$ cat config.mk
export PLATFORM = sky130hd
export DESIGN_NAME = cpu_uart_tx
export DESIGN_NICKNAME = d
export VERILOG_FILES = /design/src/rtl/cpu_uart_tx.sv
export SDC_FILE = /design/constraint.sdc
export NUM_CORES = 1
export LEC_CHECK = 0
export ABC_AREA = 1
export ABC_CLOCK_PERIOD_IN_PS = 3800
export CORE_MARGIN = 2
export CORE_UTILIZATION = 56
export DETAILED_ROUTE_END_ITERATION = 10
export PLACE_DENSITY = 0.8
export SETUP_SLACK_MARGIN = 0.2
export SYNTH_ARGS = -nofsm -noshare
export SYNTH_HDL_FRONTEND = slang
export SYNTH_SLANG_ARGS = --single-unit
$ cat constraint.sdc
create_clock -name clk -period 3.8 [get_ports clk]
set_clock_uncertainty 0.05 [all_clocks]
set_input_delay 0.76 -clock clk [delete_from_list [all_inputs] [get_ports clk]]
set_output_delay 0.76 -clock clk [all_outputs]
set_load 0.01 [all_outputs]
$ cat src/rtl/cpu_uart_tx.sv
// cpu_uart_tx: memory-mapped 8N1 UART transmitter on the CPU data bus.
//   Stores to TXDATA go into a FIFO. An FSM drains the FIFO LSB first on tx.
//   Optional macro UART_TX_PARITY_EN adds the CTRL register at 0xC and a
//   parity bit between the data bits and the stop bit.
// Ports:
//   clk, rst_n  system clock, asynchronous active-low reset
//   sel         UART window selected by the external address decoder
//   addr[3:0]   byte offset within the window; only addr[3:2] is decoded
//   wdata[31:0] store data
//   we[3:0]     byte write enables
//   rdata[31:0] combinational read data (0 when not selected)
//   tx          registered serial output, idle high
//   busy        frame in progress or FIFO non-empty
module cpu_uart_tx #(
    parameter int unsigned FIFO_DEPTH = 8,
    parameter logic [15:0] DIV_RESET  = 16'd433
) (
    input  logic        clk,
    input  logic        rst_n,
    input  logic        sel,
    input  logic [3:0]  addr,
    input  logic [31:0] wdata,
    input  logic [3:0]  we,
    output logic [31:0] rdata,
    output logic        tx,
    output logic        busy
);
    localparam int unsigned AW = $clog2(FIFO_DEPTH);

    typedef enum logic [2:0] {S_IDLE, S_START, S_DATA, S_PARITY, S_STOP} state_t;

    logic [7:0]    mem_q [FIFO_DEPTH];
    logic [AW:0]   wr_ptr_q, rd_ptr_q, level;
    logic          full, empty, avail, pop, enq_ok;
    logic          wr, wr_txdata, wr_status, wr_div;
    logic [7:0]    pop_data;
    logic [15:0]   div_q;
    logic          ovf_q;

    state_t        state_q, state_d;
    logic [15:0]   cnt_q, cnt_d, shadow_q, shadow_d;
    logic [2:0]    bit_q, bit_d;
    logic [7:0]    shift_q, shift_d;
    logic          tx_q, tx_d;
    logic          bit_end, load;
    logic          par_en_q, par_en_d, par_q, par_d;

    logic          unused_bits;
    assign unused_bits = ^{wdata[31:16], addr[1:0], we[3:2]};

    // Write decode
    assign wr        = sel && (we != 4'b0000);
    assign wr_txdata = wr && (addr[3:2] == 2'd0) && we[0];
    assign wr_status = wr && (addr[3:2] == 2'd1) && we[0] && wdata[3];
    assign wr_div    = wr && (addr[3:2] == 2'd2);

    // FIFO status
    assign level = wr_ptr_q - rd_ptr_q;
    assign empty = (wr_ptr_q == rd_ptr_q);
    assign full  = (level == (AW+1)'(FIFO_DEPTH));

    // An enqueue into an empty FIFO is forwarded straight to the shifter so
    // the start bit appears the cycle after the write edge; both pointers
    // advance together and the FIFO stays empty.
    assign avail    = !empty || wr_txdata;
    assign pop_data = empty ? wdata[7:0] : mem_q[rd_ptr_q[AW-1:0]];
    assign enq_ok   = wr_txdata && (!full || pop);

    always_ff @(posedge clk) begin
        if (enq_ok) mem_q[wr_ptr_q[AW-1:0]] <= wdata[7:0];
    end

    always_ff @(posedge clk or negedge rst_n) begin
        if (!rst_n) begin
            wr_ptr_q <= '0;
            rd_ptr_q <= '0;
            ovf_q    <= 1'b0;
            div_q    <= DIV_RESET;
        end else begin
            if (enq_ok) wr_ptr_q <= wr_ptr_q + 1'b1;
            if (pop)    rd_ptr_q <= rd_ptr_q + 1'b1;
            if (wr_txdata && !enq_ok) ovf_q <= 1'b1;
            else if (wr_status)       ovf_q <= 1'b0;
            if (wr_div && we[0]) div_q[7:0]  <= wdata[7:0];
            if (wr_div && we[1]) div_q[15:8] <= wdata[15:8];
        end
    end

`ifdef UART_TX_PARITY_EN
    logic [1:0] ctrl_q;
    always_ff @(posedge clk or negedge rst_n) begin
        if (!rst_n)                                   ctrl_q <= '0;
        else if (wr && (addr[3:2] == 2'd3) && we[0]) ctrl_q <= wdata[1:0];
    end
`endif

    // Transmit FSM
    assign bit_end = (cnt_q == shadow_q);

    always_comb begin
        state_d  = state_q;
        cnt_d    = cnt_q;
        shadow_d = shadow_q;
        bit_d    = bit_q;
        shift_d  = shift_q;
        par_en_d = par_en_q;
        par_d    = par_q;
        load     = 1'b0;
        pop      = 1'b0;
        if (state_q != S_IDLE) cnt_d = bit_end ? '0 : cnt_q + 16'd1;
        case (state_q)
            S_IDLE:  if (avail) load = 1'b1;
            S_START: if (bit_end) begin
                state_d = S_DATA;
                bit_d   = '0;
            end
            S_DATA:  if (bit_end) begin
                shift_d = shift_q >> 1;
                bit_d   = bit_q + 3'd1;
                if (bit_q == 3'd7) state_d = par_en_q ? S_PARITY : S_STOP;
            end
            S_PARITY: if (bit_end) state_d = S_STOP;
            S_STOP:  if (bit_end) begin
                if (avail) load = 1'b1;
                else       state_d = S_IDLE;
            end
            default: state_d = S_IDLE;
        endcase
        if (load) begin
            pop      = 1'b1;
            shift_d  = pop_data;
            shadow_d = div_q;
            cnt_d    = '0;
            state_d  = S_START;
`ifdef UART_TX_PARITY_EN
            par_en_d = ctrl_q[0];
            par_d    = (^pop_data) ^ ctrl_q[1];
`else
            par_en_d = 1'b0;
            par_d    = 1'b0;
`endif
        end
        // tx is registered from the next-state values so it changes with the state.
        case (state_d)
            S_START:  tx_d = 1'b0;
            S_DATA:   tx_d = shift_d[0];
            S_PARITY: tx_d = par_d;
            default:  tx_d = 1'b1;
        endcase
    end

    always_ff @(posedge clk or negedge rst_n) begin
        if (!rst_n) begin
            state_q  <= S_IDLE;
            cnt_q    <= '0;
            shadow_q <= '0;
            bit_q    <= '0;
            shift_q  <= '0;
            tx_q     <= 1'b1;
            par_en_q <= 1'b0;
            par_q    <= 1'b0;
        end else begin
            state_q  <= state_d;
            cnt_q    <= cnt_d;
            shadow_q <= shadow_d;
            bit_q    <= bit_d;
            shift_q  <= shift_d;
            tx_q     <= tx_d;
            par_en_q <= par_en_d;
            par_q    <= par_d;
        end
    end

    assign tx   = tx_q;
    assign busy = (state_q != S_IDLE) || !empty;

    // Read mux: side-effect free
    always_comb begin
        rdata = '0;
        if (sel) begin
            case (addr[3:2])
                2'd1: rdata = {20'd0, 4'(level), 4'd0, ovf_q, (state_q != S_IDLE), empty, full};
                2'd2: rdata = {16'd0, div_q};
`ifdef UART_TX_PARITY_EN
                2'd3: rdata = {30'd0, ctrl_q};
`endif
                default: rdata = '0;
            endcase
        end
    end
endmodule

==> impl_metrics.csv <==
group,metric,value,unit
global_route,antenna_found_initial,0,
layout,nNetsFinal,827,
global_route,grt_pass1_vias,5288,
clock_network,clock_path_buffers,2,
critical_path,crit_path_end_kind,"primary output",
layout,layout.area.seq,3760,um^2
sta,finalCriticalPeriod,3470,ps
power_and_ir_drop,power_density,483,nW/um^2
flow_run,drv_cap,0,
power_and_ir_drop,p_total,0.00376,W
clock_network,cts_hold_buffers,0,
sta,finalHoldViolations,0,
clock_network,root_buffer,"clkbuf_16",
layout,area_growth,16.9,%
synthesis,synth_edf_count,64,
synthesis,yosys_warnings,0,
detailed_routing,vias_per_cell,5.68,
synthesis,synth-async-reset-ratio,53.3,%
clock_network,h-tree-depth,4,
die,rows,39,
clock_network,cts_buffers,17,
detailed_routing,dr.pass1.iters,8,
critical_path,cp.arrival,2660,ps
die,io_pins,77,
sta,setup_tns,0,ps
detailed_routing,ant_nets,0,
worst_hold_path,hp-class,"reg -> reg",
synthesis,seq_area_frac_synth,56.4,%
layout,layout-drive-gt1-share,12.6,%
sta,max_freq,0.289,GHz
synthesis,yosysTopAreaCellShare,28.8,%
die,dieArea,12800,um^2
synthesis,synthTopCellsByArea,"edfxtp_1 29%, dfrtp_1 25%, nand2_1 9.2%",
global_route,grtUsageTotal,25.2,%
power_and_ir_drop,leakagePower,3.47,nW
detailed_routing,route.detailed.drc,4,
global_route,grt-ovfl-total,0,
synthesis,synth-seq-cells,137,
layout,n_antenna_cell,0,
sta,setup_violations,0,
synthesis,synth_area,6660,um^2
layout,multi_input_area,2450,um^2
sta,timing.hold.ws,452,ps
power_and_ir_drop,irDropWorstVdd,0.362,mV
critical_path,cp_max_fo,5,
critical_path,crit_type,"reg -> out",
clock_network,path_clk_slew,60,ps
detailed_routing,num_vias,5274,
run_status,outcome,"complete, but fails checks",
die,start_util,57.9,%
clock_network,clk_latency,420,ps
placement,port_buffers,40,
synthesis,synth_top_flop_cell,"dfrtp_1",
detailed_routing,drtIter0Drc,385,
critical_path,cp.required,2990,ps
sta,rsz0062_at_grt,"yes",
sta,slew_viol_final,0,
die,die_w,113,um
run_status,violations,"design-rule violations",
layout,num-fill-cells,809,
synthesis,synth_cells,722,
die,die_h,113,um
sta,maxSlewHeadroom,35.2,%
placement,hpwl,9.80,mm
die,core-area,11500,um^2
global_route,grt_pass1_wl,25.1,mm
layout,fin_util,67.6,%
sta,post-route-period-util,91.2,%
sta,setup_ws,334,ps
placement,dp_slack,217,ps
synthesis,synth_cell_types,39,
detailed_routing,wl_per_cell,16.1,um
synthesis,synth_area_per_cell,9.23,um^2
clock_network,cts.sinks,137,
placement,gp_congestion,0.864,
global_route,grt_max_degree,74,
sta,tightest_slew,970,ps
clock_network,tritoncts,"yes",
detailed_routing,wl,14.9,mm
critical_path,cp-start-kind,"flop",
synthesis,synth_top_area_cell,"edfxtp_1",
[final timing paths]
path,start,end,slack [ps],cells after the start
worst max-delay path,wr_ptr_q[0]$_DFFE_PN0P_,rdata[0],330,12
worst min register to register,shift_q[4]$_DFFE_PN0P_,shift_q[3]$_DFFE_PN0P_,450,2
min in group asynchronous,rst_n,cnt_q[5]$_DFFE_PN0P_,500,2
worst min-delay path,shift_q[4]$_DFFE_PN0P_,shift_q[3]$_DFFE_PN0P_,450,2
worst max register to register,cnt_q[12]$_DFFE_PN0P_,mem_q[6][5]$_DFFE_PP_,1110,13
max in group asynchronous,rst_n,cnt_q[14]$_DFFE_PN0P_,2590,2
[state kept, by name, summed over array words and instances (netlist names)]
signal and count:
bit_q 3, rd_ptr_q 4, tx 1, shadow_q 16
mem_q 64, state_q 3, shift_q 8, wr_ptr_q 4
cnt_q 16, div_q 16, par_q 1, ovf_q 1
[cells in the final DEF, fill, tap and decap left out, types with 2 or more instances in the layout]
cell type and instances:
nand2_1 164, nor2_1 84, dfrtp_1 67, inv_1 65, edfxtp_1 64, nand3_1 50
o21ai_0 47, clkdlybuf4s50_1 38, a21oi_1 19, clkbuf_16 17, conb_1 16, buf_4 16
o22ai_1 14, nor3_1 12, nand2_2 11, xor2_1 10, ha_1 10, inv_2 8
o21ai_2 8, mux2_2 7, nand4_1 6, o211ai_1 6, dfstp_2 6, nor2_2 4
xnor2_1 4, clkinv_4 3, bufinv_16 3, nand2_4 2, a22o_1 2, clkinvlp_4 2
inv_6 2, clkinv_2 2
[final cells by class]
| class | count | area share, % |
|---|---|---|
| clock buffers | 19 | 5.69 |
| flip-flops and latches | 137 | 48.2 |
| multi-input cells | 487 | 31.5 |
| well taps | 143 | 2.30 |
| clock inverters | 13 | 2.18 |
| repair buffers | 56 | 6.62 |
| inverters | 73 | 3.52 |
[critical path: stages (launching register included)]
cell	delay, ps
dfrtp_1	420
inv_2	120
ha_1	180
inv_1	80
fa_1	380
xnor2_1	150
inv_1	80
nor3_2	120
nand2_1	80
inv_1	110
nand2_1	60
a21oi_1	180
clkdlybuf4s15_1	270
[layer usage]
layer / share of wire [%] / vias up / global-route usage [%]
met5: 0 / - / 0
met4: 2.7 / 0 / 10.4
met3: 7.6 / 41 / 6.48
met2: 49 / 270 / 40.9
met1: 41 / 2511 / 32.4
li1: - / 2452 / -
[cell usage after synthesis, types with 2 or more instances]
library cell  count
a21oi_1          19
a22o_1            2
buf_2             2
buf_4            18
buf_6             2
clkbuf_1         16
dfrtp_1          67
dfstp_2           6
edfxtp_1         64
ha_1             11
inv_1            66
inv_2             7
mux2_2            7
nand2_1         164
nand2_2          11
nand2_4           2
nand3_1          50
nand4_1           6
nor2_1           84
nor2_2            4
nor3_1           13
o211ai_1          6
o21ai_0          47
o21ai_2           8
o22ai_1          14
xnor2_1           4
xor2_1           10
[per-stage QoR]
step	instances	area [um^2]
floorplan	737	6720
global placement	896	7170
detailed placement	896	7170
CTS	928	7780
global route	928	7790
finish	928	7790
[kinds of logic after synthesis]
| family | count (synthesis) | synth area share (%) |
|---|---|---|
| fa+ha+maj | 12 | 2.37 |
| flops | 137 | 56.4 |
| buf+inv | 113 | 7.81 |
| mux | 7 | 1.18 |
| other cells | 1 | 0.0563 |
| simple gates | 338 | 21.4 |
| compound gates | 99 | 8.69 |
| xor+xnor | 15 | 2.08 |
[power breakdown]
| group | leakage, nW | switching (W) | internal (W) |
|---|---|---|---|
| registers | 1.45 | 0.0000594 | 0.00163 |
| logic | 1.73 | 0.000223 | 0.000147 |
| clock network | 0.296 | 0.000645 | 0.00106 |
| total | 3.47 | 0.000927 | 0.00284 |
[repair_timing]
| item | CTS | global route |
|---|---|---|
| buffers inserted | 0 | 0 |
| endpoints found under the setup margin | 1 | 10 |
| hold endpoints to repair | 0 | 0 |
| gates resized for setup | 2 | 3 |
| pin swaps | 0 | 0 |
Note: power is estimated with default switching activity, not from simulation.
